`config.mk`:
```
export PLATFORM = sky130hd
export DESIGN_NAME = demux_lane_router_flat
export DESIGN_NICKNAME = d
export VERILOG_FILES = /design/src/rtl/demux_lane_router_if.sv /design/src/rtl/demux_lane_router.sv /design/src/flat_wrapper.sv
export SDC_FILE = /design/constraint.sdc
export NUM_CORES = 1
export LEC_CHECK = 0
export BUFFER_PORTS_ARGS = -buffer_cell sky130_fd_sc_hd__buf_2
export CAP_MARGIN = 20
export CORE_UTILIZATION = 30
export CTS_CLUSTER_SIZE = 28
export DETAILED_ROUTE_END_ITERATION = 6
export MAX_ROUTING_LAYER = met4
export SLEW_MARGIN = 10
export SYNTH_ARGS = -nofsm -noshare
export SYNTH_HDL_FRONTEND = slang
export SYNTH_SLANG_ARGS = --single-unit
```
`constraint.sdc`:
```
create_clock -name clk -period 1.6 [get_ports clk]
set_input_delay 0.08 -clock clk [delete_from_list [all_inputs] [get_ports clk]]
set_output_delay 0.08 -clock clk [all_outputs]
set_load 0.03 [all_outputs]
```
`src/rtl/demux_lane_router_if.sv`:
```
// demux_lane_router_if: stream-in / four-lane-out bundle for demux_lane_router.
// master = producer/consumer environment, slave = the router itself.
interface demux_lane_router_if #(
  parameter int DATA_W = 1
);
  logic                  in_valid;
  logic                  in_ready;
  logic [DATA_W-1:0]     in_data;
  logic [1:0]            in_sel;
  logic                  rr_mode;
  logic [3:0]            out_valid;
  logic [3:0]            out_ready;
  logic [4*DATA_W-1:0]   out_data;
  logic [1:0]            lane_sel;
  logic [1:0]            rr_ptr;
  logic [7:0]            stall_count;

  modport master (
    output in_valid, in_data, in_sel, rr_mode, out_ready,
    input  in_ready, out_valid, out_data, lane_sel, rr_ptr, stall_count
  );

  modport slave (
    input  in_valid, in_data, in_sel, rr_mode, out_ready,
    output in_ready, out_valid, out_data, lane_sel, rr_ptr, stall_count
  );
endinterface

```
`src/rtl/demux_lane_router.sv`:
```
// demux_lane_router: registered 1-to-4 lane router in front of the demux stage.
// Each lane is a one-entry holding register with its own valid/ready.
// Destination is in_sel (rr_mode=0) or an internal round-robin pointer (rr_mode=1).
// Define DEMUX_LANE_ROUTER_STATS_EN to build the saturating stall counter;
// otherwise stall_count is tied to zero.
module demux_lane_router #(
  parameter int DATA_W = 1
) (
  input  logic               clk,
  input  logic               rst,
  demux_lane_router_if.slave bus
);
  typedef enum logic {LANE_EMPTY = 1'b0, LANE_FULL = 1'b1} lane_state_e;

  lane_state_e         lane_st_q [4];
  lane_state_e         lane_st_d [4];
  logic [DATA_W-1:0]   data_q [4];
  logic [DATA_W-1:0]   data_d [4];
  logic [1:0]          lane_sel_q, lane_sel_d;
  logic [1:0]          rr_ptr_q, rr_ptr_d;
  logic [1:0]          tgt;
  logic                in_ready;
  logic                accept;
  logic [3:0]          out_valid_w;
  logic [4*DATA_W-1:0] out_data_w;

  // Target lane and readiness; readiness looks only at the target lane, never at in_valid.
  always_comb begin
    tgt      = bus.rr_mode ? rr_ptr_q : bus.in_sel;
    in_ready = (lane_st_q[tgt] == LANE_EMPTY) | bus.out_ready[tgt];
    accept   = bus.in_valid & in_ready;
  end

  // Per-lane next state: a load takes priority so a draining lane is refilled in the same cycle.
  always_comb begin
    for (int k = 0; k < 4; k++) begin
      lane_st_d[k] = lane_st_q[k];
      data_d[k]    = data_q[k];
      if (accept && (tgt == 2'(k))) begin
        lane_st_d[k] = LANE_FULL;
        data_d[k]    = bus.in_data;
      end else if (bus.out_ready[k]) begin
        lane_st_d[k] = LANE_EMPTY;
      end
    end
  end

  // Select and round-robin pointer only move on an accept; the pointer only in rr_mode.
  always_comb begin
    lane_sel_d = lane_sel_q;
    rr_ptr_d   = rr_ptr_q;
    if (accept) begin
      lane_sel_d = tgt;
      if (bus.rr_mode) begin
        rr_ptr_d = rr_ptr_q + 2'd1;
      end
    end
  end

  // Lane state machines, data holding registers, select and pointer.
  always_ff @(posedge clk) begin
    if (rst) begin
      for (int k = 0; k < 4; k++) begin
        lane_st_q[k] <= LANE_EMPTY;
        data_q[k]    <= '0;
      end
      lane_sel_q <= 2'd0;
      rr_ptr_q   <= 2'd0;
    end else begin
      for (int k = 0; k < 4; k++) begin
        lane_st_q[k] <= lane_st_d[k];
        data_q[k]    <= data_d[k];
      end
      lane_sel_q <= lane_sel_d;
      rr_ptr_q   <= rr_ptr_d;
    end
  end

  // Flatten lane registers onto the output bus.
  always_comb begin
    out_valid_w = '0;
    out_data_w  = '0;
    for (int k = 0; k < 4; k++) begin
      out_valid_w[k]                  = (lane_st_q[k] == LANE_FULL);
      out_data_w[k*DATA_W +: DATA_W]  = data_q[k];
    end
  end

  assign bus.in_ready  = in_ready;
  assign bus.out_valid = out_valid_w;
  assign bus.out_data  = out_data_w;
  assign bus.lane_sel  = lane_sel_q;
  assign bus.rr_ptr    = rr_ptr_q;

`ifdef DEMUX_LANE_ROUTER_STATS_EN
  logic [7:0] stall_q, stall_d;

  // Count cycles with a word waiting but not accepted; stick at 255.
  always_comb begin
    stall_d = stall_q;
    if (bus.in_valid && !in_ready && (stall_q != 8'hFF)) begin
      stall_d = stall_q + 8'd1;
    end
  end

  // Stall counter register.
  always_ff @(posedge clk) begin
    if (rst) begin
      stall_q <= 8'd0;
    end else begin
      stall_q <= stall_d;
    end
  end

  assign bus.stall_count = stall_q;
`else
  assign bus.stall_count = 8'd0;
`endif
endmodule

```
`src/flat_wrapper.sv`:
```
// flat-port wrapper written by rule: the top's interface ports become plain ports
module demux_lane_router_flat 
#(
  parameter int DATA_W = 1
)
  (clk, rst, bus_in_valid, bus_in_data, bus_in_sel, bus_rr_mode, bus_out_ready, bus_in_ready, bus_out_valid, bus_out_data, bus_lane_sel, bus_rr_ptr, bus_stall_count);
  demux_lane_router_if #(.DATA_W(DATA_W)) bus_i ();
  input  logic clk;
  input  logic rst;
  input wire logic [$bits(bus_i.in_valid)-1:0] bus_in_valid;
  input wire logic [$bits(bus_i.in_data)-1:0] bus_in_data;
  input wire logic [$bits(bus_i.in_sel)-1:0] bus_in_sel;
  input wire logic [$bits(bus_i.rr_mode)-1:0] bus_rr_mode;
  input wire logic [$bits(bus_i.out_ready)-1:0] bus_out_ready;
  output wire logic [$bits(bus_i.in_ready)-1:0] bus_in_ready;
  output wire logic [$bits(bus_i.out_valid)-1:0] bus_out_valid;
  output wire logic [$bits(bus_i.out_data)-1:0] bus_out_data;
  output wire logic [$bits(bus_i.lane_sel)-1:0] bus_lane_sel;
  output wire logic [$bits(bus_i.rr_ptr)-1:0] bus_rr_ptr;
  output wire logic [$bits(bus_i.stall_count)-1:0] bus_stall_count;
  assign bus_i.in_valid = bus_in_valid;
  assign bus_i.in_data = bus_in_data;
  assign bus_i.in_sel = bus_in_sel;
  assign bus_i.rr_mode = bus_rr_mode;
  assign bus_i.out_ready = bus_out_ready;
  assign bus_in_ready = bus_i.in_ready;
  assign bus_out_valid = bus_i.out_valid;
  assign bus_out_data = bus_i.out_data;
  assign bus_lane_sel = bus_i.lane_sel;
  assign bus_rr_ptr = bus_i.rr_ptr;
  assign bus_stall_count = bus_i.stall_count;
  demux_lane_router #(.DATA_W(DATA_W)) u_core (.clk(clk), .rst(rst), .bus(bus_i));
endmodule
```
=== Yosys cells after proc, flatten, opt, wreduce, memory -nomap -nowiden ===
Memories as Yosys holds them, arrays and structs flattened.
Cells that the tools add are included.
Widths: inputs -> output; s select.

* Register bits after elaboration: 4
* RAM bits: 8
* Input port bits: 11
* Output and inout port bits: 21
* Word-level logic and storage cells: 52
* Memories kept: 2

{| class="wikitable"
|+ Memories
! name !! depth !! width !! rd ports !! clocked after Yosys merged registers in !! wr ports !! line !! RTL
|-
| u_core.data_q || 4 || 1 || 4 || 0 || 4 || demux_lane_router.sv:17 || <nowiki>logic [DATA_W-1:0] data_q [4];</nowiki>
|-
| u_core.lane_st_q || 4 || 1 || 5 || 0 || 4 || demux_lane_router.sv:15 || <nowiki>lane_state_e lane_st_q [4];</nowiki>
|}

* Add/subtract/negate cells: 1
* $lt $le $gt $ge: 1
* Equal/unequal tests: 3
* Muxes and demuxes: 26
* Bitwise gates (word level): 11
* Reduce and logical (&&, ||, !) cells: 6

{| class="wikitable"
|+ Operators by type and width
! cell !! number
|-
| $mux 1 || 24
|-
| $or 1x1->1 || 9
|-
| $eq 2x2->1 const B || 2
|-
| $logic_and 1x1->1 || 4
|-
| $lt 2x3->1 const B || 1
|-
| $add 2x1->2 const B || 1
|-
| $bmux 1 s2 || 1
|-
| $eq 2x1->1 const B || 1
|-
| $logic_not 2->1 || 1
|-
| $mux 2 || 1
|-
| $reduce_and 2->1 || 1
|-
| $and 1x1->1 || 1
|-
| $not 1->1 || 1
|}

=== Logic depth before layout (Yosys ltp) ===
* Word-level depth: 8
* Depth in mapped cells: 5
* Mapped depth without buffers: 4

=== Least setup slack after synthesis ===
OpenSTA, ideal clock, no wires.

* Kind: reg-to-output
* From: register u_core.rr_ptr_q[0], in the netlist u_core.bus.rr_ptr[0]
* To: output port bus_in_ready
* Arrival time: 1445 ps
* Data required time: 1520 ps
* Slack: 75 ps
* Cell stages (with the launch flop): 4
* Buffers on the path: 0
* Path through: dfxtp_1 mux2i_4 mux2i_1 mux2i_1

* Word-level cells in the longest chain between the ends: 4
* Elaborated cells on any way between the ends: 6
* Classes of those cells: 3 x mux; 2 x bitwise; 1 x memory

{| class="wikitable"
|+ Ends and longest elaborated chain
! element !! line !! RTL
|-
| start: declaration || demux_lane_router.sv:20 || <nowiki>logic [1:0] rr_ptr_q, rr_ptr_d;</nowiki>
|-
| start signal: assignment || demux_lane_router.sv:75 || <nowiki>rr_ptr_q <= rr_ptr_d;</nowiki>
|-
| $mux 2 * || demux_lane_router.sv:29 || <nowiki>tgt = bus.rr_mode ? rr_ptr_q : bus.in_sel;</nowiki>
|-
| $mem_v2 4x1 or $bmux 1 s2 (tied branches) || -- ||
|-
| $not 1->1 or $mux 1 (tied branches) || demux_lane_router.sv:30 || <nowiki>in_ready = (lane_st_q[tgt] == LANE_EMPTY) | bus.out_ready[tgt];</nowiki>
|-
| $or 1x1->1 * || demux_lane_router.sv:30 ||
|-
| end: declaration || flat_wrapper.sv:15 || <nowiki>output wire logic [$bits(bus_i.in_ready)-1:0] bus_in_ready;</nowiki>
|}

Every way passes the cells marked *; elsewhere a longest branch is shown, timed or not. The select of a mux whose other input is x is not followed.

=== Worst setup path after layout ===
Same ends and word-level chain as after synthesis.

==> results.yml <==
run_status:
  status: "finished, final reports clean"
sta:
  slew_viol_final: 0
  fin_crit_ns: 1.52
  period_share_pct: 95.2
  fin_setup_tns_ns: 0
  timing.hold.ws_ns: 0.0825
  final_hold_viol_count: 0
  fmax_mhz: 656
  setup_viol: 0
  fin_worst_skew_ns: 0.00416
  worst_slack_ns: 0.0765
  grt_setup_unrepaired: "false"
cts:
  clock_latency_ns: 0.28
  cts_max_level: 1
  path_clk_slew_ns: 0.07
  cts-root-buf: "clkbuf_4"
  cts_inserted_buffers: 3
  cts_max_path_buffers: 2
  cts-resized-gates: 0
  cts_hold_buffers: 0
  postCtsSetupRepairBufs: 2
  cts_tree: "yes"
  clock_sinks: 12
grt:
  grt_usage_pct: 12.3
  overflow: 0
  grt_max_degree: 13
  grt_pass1_wl_mm: 2.16
  antenna_found_initial: 0
  grt_pass1_vias: 496
pwr:
  power_density_mw_per_mm2: 845
  p_total_mw: 0.675
  vdd_drop_max_v: 0.000553
  leakagePower_nw: 0.394
drt:
  drtIter0Drc: 8
  ant_nets: 0
  drt_wl_total_mm: 1.41
  drc: 0
  wl_per_cell_um: 11.2
  via_count: 596
  drt_pre_antenna_iters: 4
  viasPerCell: 4.73
setup_path:
  start_kind: "register"
  cpMaxStageDelayCell: "dfxtp_1"
  crit_type: "register to primary output"
  cp.required_ns: 1.52
  worstPathCellList: "mux2i_4, mux2i_1, mux2i_1, buf_2"
  slowest_delay_ns: 0.36
  worstSetupEndpointType: "primary output"
  worst-path-buf-inv: 1
  arrival_ns: 1.44
  cp_common_cell: "mux2i_1"
  crit_fanout: 5
  critPathTopFamily: "multiplexers"
yosys:
  synthTopCellsByArea: "dfxtp_1 (35%), mux2i_1 (14%), buf_4 (13%), a21oi_1 (5.8%), nand2b_1 (3.6%)"
  ys_seq_area_share_pct: 34.6
  yosysTopAreaCell: "dfxtp_1"
  yosysUniqueCellTypes: 22
  syn_avg_cell_area_um2: 8.90
  synth-seq-cells: 12
  syn-cell-area_um2: 694
  yosys.area.top_type_share_pct: 34.6
  synthCells: 78
  ys_warn_count: 0
floorplan:
  chipHeight_um: 50.1
  die_w_um: 50.1
  dieArea_mm2: 0.00251
  core_area_mm2: 0.00219
  fp-row-count: 17
  start_util_pct: 31.7
  num_io_pins: 32
placed_design:
  io_buffers: 23
  placedCellCount: 121
  pre_cts_slack_ns: 0.167
  hpwl_mm: 1.03
  place_congestion: 0.798
worst_hold_path:
  hp-class: "input port to register"
cells_and_area:
  area_growth_pct: 15.1
  final_cell_mix: "buf_2 (23), dfxtp_1 (12), mux2i_1 (10), a21oi_1 (8), conb_1 (8)"
  final_common_cell: "buf_2"
  fin_nets: 111
  fin_cells: 126
  diodes: 0
  drive_gt1_share_pct: 31.6
flow_run:
  maxCapViolations: 0
[cell usage after synthesis (all sizes together)]
master   count
nor2         5
clkbuf       2
nand2b       4
or3          1
mux2         1
mux2i       11
nand4        2
inv          2
o31ai        1
or4          1
or2b         1
nand4b       2
conb         1
buf         13
o21ai        3
a2bb2oi      1
nand3        2
a21oi        8
dfxtp       12
nand2        5
[state kept, by name, indices dropped and copies added (netlist names)]
signal,cells
u_core.lane_st_q,4
u_core.data_q,4
u_core.bus.lane_sel,2
u_core.bus.rr_ptr,2
[power breakdown]
| part | switching [mW] | internal (mW) |
|---|---|---|
| registers | 0.00898 | 0.312 |
| logic | 0.109 | 0.0559 |
| clock network | 0.102 | 0.0875 |
| total | 0.219 | 0.456 |
[final timing paths]
path | start | slack (ns) | depth (start not counted) | end
min | bus_in_data | 0.08 | 3 | u_core.data_q[0][1]
min reg2reg | u_core.bus.lane_sel[0] | 0.49 | 2 | u_core.bus.lane_sel[0]
max | u_core.bus.rr_ptr[0] | 0.08 | 4 | bus_in_ready
max reg2reg | u_core.bus.rr_ptr[1] | 0.13 | 4 | u_core.bus.rr_ptr[1]
[per-layer routing]
metal  vias to the layer above  wire, um  GRT usage (%)
met4                         0        30           5.71
met5                         -         0              -
met1                       276       591           13.3
met2                        27       638           18.0
met3                         5       146           6.79
li1                        288         -              -
[worst reg2reg max path, stage by stage (launching register included)]
cell,delay (ns)
dfxtp_1,0.35
mux2_4,0.33
mux2i_1,0.18
or4_1,0.41
a21oi_1,0.14
[per-stage QoR]
stage          utilization [%]  instance area [um^2]
5_1_grt                   36.5                   800
4_1_cts                   36.5                   800
6_report                  36.5                   800
3_5_place_dp              34.8                   762
3_3_place_gp              34.8                   762
2_1_floorplan                -                   721
[cell type report]
type                    instances  area (um^2)
multi-input cells              56          364
well taps                      28         35.0
flip-flops and latches         12          240
clock buffers                   3         22.5
inverters                       2         7.51
fillers                       233         1390
repair buffers                 25          130
[cell families (layout without fill, tap and decap cells)]
group,Yosys count,count (layout),synth area share [%]
buf+inv,17,30,16.8
flops,12,12,34.6
simple gates,23,23,18.0
compound gates,13,13,10.3
mux,12,12,19.8
other cells,1,8,0.540
Power figures use the tool's default switching activity.
